File: src/rtl/div_pkg.sv
// Shared constants and sample type for the divide-by-4 datapath and its output buffer.
package div_pkg;

   localparam int unsigned DIV_WIDTH  = 4;
   localparam int unsigned DIVQ_DEPTH = 4;

   typedef logic [DIV_WIDTH-1:0] div_sample_t;

endpackage : div_pkg

File: src/rtl/divq_mem.sv
// DEPTH x WIDTH register array for divq_buffer: one synchronous write port,
// one asynchronous read port, whole array cleared on reset.
module divq_mem #(
   parameter int unsigned WIDTH = 4,
   parameter int unsigned DEPTH = 4,
   parameter int unsigned AW    = 2
) (
   input  logic             clk,
   input  logic             rst,
   input  logic             we,
   input  logic [AW-1:0]    waddr,
   input  logic [WIDTH-1:0] wdata,
   input  logic [AW-1:0]    raddr,
   output logic [WIDTH-1:0] rdata
);

   logic [WIDTH-1:0] mem [DEPTH];

   always_ff @(posedge clk or posedge rst) begin
      if (rst) begin
         for (int unsigned i = 0; i < DEPTH; i++) begin
            mem[i] <= '0;
         end
      end else if (we) begin
         mem[waddr] <= wdata;
      end
   end

   assign rdata = mem[raddr];

endmodule : divq_mem

File: src/rtl/divq_buffer.sv
// Show-ahead FIFO behind the divide-by-4 block with a sticky overflow flag.
// Optional zero-latency fall-through when empty: define DIVQ_BYPASS_EN.
module divq_buffer
   import div_pkg::*;
#(
   parameter int unsigned WIDTH = DIV_WIDTH,
   parameter int unsigned DEPTH = DIVQ_DEPTH
) (
   input  logic                       clk,
   input  logic                       rst,
   input  logic [WIDTH-1:0]           data_i,
   input  logic                       valid_i,
   output logic [WIDTH-1:0]           data_o,
   output logic                       valid_o,
   input  logic                       ready_i,
   output logic [$clog2(DEPTH+1)-1:0] count_o,
   output logic                       overflow_o,
   input  logic                       clr_i
);

   localparam int unsigned AW = (DEPTH > 1) ? $clog2(DEPTH) : 1;
   localparam int unsigned CW = $clog2(DEPTH + 1);

   logic [AW-1:0]    wr_ptr;
   logic [AW-1:0]    rd_ptr;
   logic [CW-1:0]    count;
   logic             overflow;
   logic [WIDTH-1:0] mem_rdata;
   logic             full;
   logic             empty;
   logic             push;
   logic             pop;
   logic             drop;

   assign full  = (count == CW'(DEPTH));
   assign empty = (count == '0);

`ifdef DIVQ_BYPASS_EN
   // pop only ever refers to a stored entry; a fall-through sample that is
   // taken in its arrival cycle never touches the memory.
   logic bypass;
   assign bypass  = empty && valid_i;
   assign data_o  = bypass ? data_i : mem_rdata;
   assign valid_o = !empty || valid_i;
   assign pop     = !empty && ready_i;
   assign push    = valid_i && !(bypass && ready_i) && (!full || pop);
`else
   assign data_o  = mem_rdata;
   assign valid_o = !empty;
   assign pop     = valid_o && ready_i;
   assign push    = valid_i && (!full || pop);
`endif

   assign drop       = valid_i && full && !pop;
   assign count_o    = count;
   assign overflow_o = overflow;

   divq_mem #(
      .WIDTH (WIDTH),
      .DEPTH (DEPTH),
      .AW    (AW)
   ) u_mem (
      .clk   (clk),
      .rst   (rst),
      .we    (push),
      .waddr (wr_ptr),
      .wdata (data_i),
      .raddr (rd_ptr),
      .rdata (mem_rdata)
   );

   always_ff @(posedge clk or posedge rst) begin
      if (rst) begin
         wr_ptr   <= '0;
         rd_ptr   <= '0;
         count    <= '0;
         overflow <= 1'b0;
      end else begin
         if (push) begin
            wr_ptr <= (wr_ptr == AW'(DEPTH - 1)) ? '0 : wr_ptr + AW'(1);
         end
         if (pop) begin
            rd_ptr <= (rd_ptr == AW'(DEPTH - 1)) ? '0 : rd_ptr + AW'(1);
         end
         case ({push, pop})
            2'b10:   count <= count + CW'(1);
            2'b01:   count <= count - CW'(1);
            default: count <= count;
         endcase
         // A new drop takes priority over a clear in the same cycle.
         if (drop) begin
            overflow <= 1'b1;
         end else if (clr_i) begin
            overflow <= 1'b0;
         end
      end
   end

endmodule : divq_buffer

File: config.mk
export PLATFORM = sky130hd
export DESIGN_NAME = divq_buffer
export DESIGN_NICKNAME = d
export VERILOG_FILES = /design/src/rtl/div_pkg.sv /design/src/rtl/divq_mem.sv /design/src/rtl/divq_buffer.sv
export SDC_FILE = /design/constraint.sdc
export NUM_CORES = 1
export LEC_CHECK = 0
export CORE_MARGIN = 2
export CORE_UTILIZATION = 50
export DETAILED_ROUTE_END_ITERATION = 16
export PLACE_DENSITY = 0.75
export SKIP_LAST_GASP = 1
export SYNTH_ARGS = -nofsm -noshare
export SYNTH_HDL_FRONTEND = slang
export SYNTH_SLANG_ARGS = --single-unit
File: constraint.sdc
create_clock -name clk -period 3.18 [get_ports clk]
set_input_delay 0.477 -clock clk [delete_from_list [all_inputs] [get_ports clk]]
set_output_delay 0.477 -clock clk [all_outputs]
set_load 0.01 [all_outputs]
==> impl_metrics.py <==
metrics = {
    "timing": {
        "setup_tns_ns": 0,
        "fmax_ghz": 0.418,
        "fin_ws_ns": 0.789,
        "hold_violations": 0,
        "relSlewSlack": 0.409,
        "fin_crit_sh": 0.752,
        "finalMaxSlewViolations": 0,
        "setup-violations-final": 0,
        "period_needed_ns": 2.39,
        "worst_slew_pin_slew_ns": 0.886,
        "rsz0062_at_grt": "no",
        "fin_worst_skew_ns": 0.00469,
    },
    "clocking": {
        "clock_sinks": 24,
        "cts_max_level": 1,
        "insertion_delay_ns": 0.31,
        "cts_root_buffer": "clkbuf_4",
        "cts.repair.resized": 0,
        "cts_tree": "done",
        "cts_hold_buffers": 0,
        "numCtsBuffers": 3,
        "postCtsSetupRepairBufs": 0,
        "clk_pin_slew_ns": 0.13,
        "clock_path_buffers": 2,
    },
    "logic_synthesis": {
        "synth.distinct_cells": 16,
        "syn_nets": 101,
        "synth.avg_cell_area_um2": 13.8,
        "yosysSeqAreaShare": 0.511,
        "synth_top_area_frac": 0.511,
        "yosysTopAreaCell": "dfrtp_1",
        "synthesis.area_um2": 1170,
        "syn_inst": 85,
        "ys.warnings.count": 0,
        "netlist_top_cells_area": "dfrtp_1 51%, mux2_2 19%, mux4_2 7.7%",
        "synth-seq-cells": 24,
    },
    "placement": {
        "numPortBuffers": 17,
        "hpwl_um": 1420,
        "place_area_um2": 1380,
        "place_ws_ns": 0.536,
        "finalWeightedCongestion": 0.726,
    },
    "global_routing": {
        "gr-total-overflow": 0,
        "antenna_found_initial": 0,
        "grt_pass1_vias": 733,
        "grt_max_degree": 25,
        "grt_first_pass_wirelength_um": 3360,
        "grt_use_total": 0.178,
    },
    "worst_setup_path": {
        "r2r_setup_slack_ns": 0.98,
        "worstPathRequired_ns": 2.70,
        "reg2reg_to": "count_o[2]",
        "critical_path.max_fanout": 7,
        "reg2reg_depth": 8,
        "worst_setup_path_start_kind": "register",
        "arrival_ns": 1.91,
        "endpoint_kind": "output port",
        "worstReg2RegStart": "count_o[0]",
        "critPathKind": "register to output port",
    },
    "outcome": {
        "status": "completed",
    },
    "route": {
        "drtIter0Drc": 3,
        "drt-total-wl_um": 1880,
        "via_per_inst": 5.29,
        "vias": 703,
        "drc_errors": 0,
        "postRouteAntennaNets": 0,
        "wire_per_inst_um": 14.2,
        "drt_pass1_iterations": 4,
    },
    "die": {
        "rows": 17,
        "core_area_um2": 2210,
        "ios": 18,
        "die_width_um": 52.5,
        "initial_utilization": 0.531,
        "die_height_um": 52.5,
        "die-area_um2": 2750,
    },
    "final_layout": {
        "area_delta_synth_final_pct": 20.2,
        "final_area_um2": 1410,
        "final_cell_mix": "24 x dfrtp_1, 20 x mux2_2, 17 x clkdlybuf4s50_1",
        "antenna_cells": 0,
        "final_net_count": 122,
        "drive_gt1_frac": 0.295,
        "final_common_cell": "dfrtp_1",
        "post-route-util": 0.639,
    },
    "min_path": {
        "min_path_type": "register to register",
        "min_from": "u_mem.mem[3]",
        "hold_depth": 1,
        "whs_endpoint": "u_mem.mem[3]",
    },
    "power_and_ir_drop": {
        "p_leak_nw": 0.626,
        "p_per_area_nw_per_um2": 994,
        "peakVddDrop_mv": 0.609,
        "power.total_mw": 1.40,
    },
    "job": {
        "cap_violations": 0,
    },
}
## per-layer routing
layer	vias to the layer above	global-route usage	part of all wire
li1	332	-	-
met3	4	0.0457	0.035
met4	0	0.0897	0.016
met1	352	0.220	0.45
met5	-	0	0
met2	15	0.285	0.50
## cells by family after synthesis
| kind of cell | synth area share |
|---|---|
| multiplexers | 0.277 |
| flip-flops | 0.511 |
| AND/OR/NAND/NOR | 0.0756 |
| buffers and inverters | 0.0288 |
| adder cells (fa/ha/maj) | 0.0809 |
| XOR/XNOR | 0.0224 |
| AO/OA/AOI/OAI | 0.00426 |
## flip-flops by register name, summed over array words and instances, names as in the netlist
signal and count:
u_mem.mem 16, overflow_o 1, rd_ptr 2, count_o 3
wr_ptr 2
## critical path, stage by stage (launching register included)
cell and delay [ns]:
dfrtp_1 0.57, mux4_2 0.54, clkdlybuf4s50_1 0.49
## worst max-delay path by stage
stage	startpoint	end	slack [ns]
after global placement	ready_i	count_o[2]	0.64
after CTS	rd_ptr[0]	data_o[3]	0.76
after floorplan	count_o[0]	count_o[2]	1.11
final	rd_ptr[0]	data_o[3]	0.79
after detailed placement	ready_i	count_o[2]	0.54
after global routing	rd_ptr[0]	data_o[3]	0.67
## where the power goes
part / internal, mW / switching (mW) / total, mW
logic: 0.426 / 0.233 / 0.659
registers: 0.460 / 0.125 / 0.585
clock network: 0.0700 / 0.0896 / 0.160
total: 0.956 / 0.448 / 1.40
## layout make-up
cell class / instances / area (µm²)
Clock buffer: 4 / 36.3
Fill cell: 192 / 800
Inverter: 8 / 30.0
Multi-Input combinational cell: 52 / 541
Sequential cell: 24 / 601
Tap cell: 28 / 35.0
Timing Repair Buffer: 17 / 170
## cell usage after synthesis
cell       n
dfrtp_1   24
mux2_2    20
inv_1      8
nor2_1     7
ha_1       6
nand2_1    6
mux4_2     4
xor2_1     2
clkbuf_1   1
fa_1       1
mux2i_1    1
nor4b_4    1
o21ai_0    1
or2b_2     1
or3_2      1
xnor2_1    1
## per-stage QoR
stage               std cells  hold slack, ns
finish                    133           0.521
global route              133           0.534
CTS                       133           0.524
detailed placement        129           0.495
global placement          129           0.486
floorplan                  85           0.475
(Power assumes the default switching activity.)
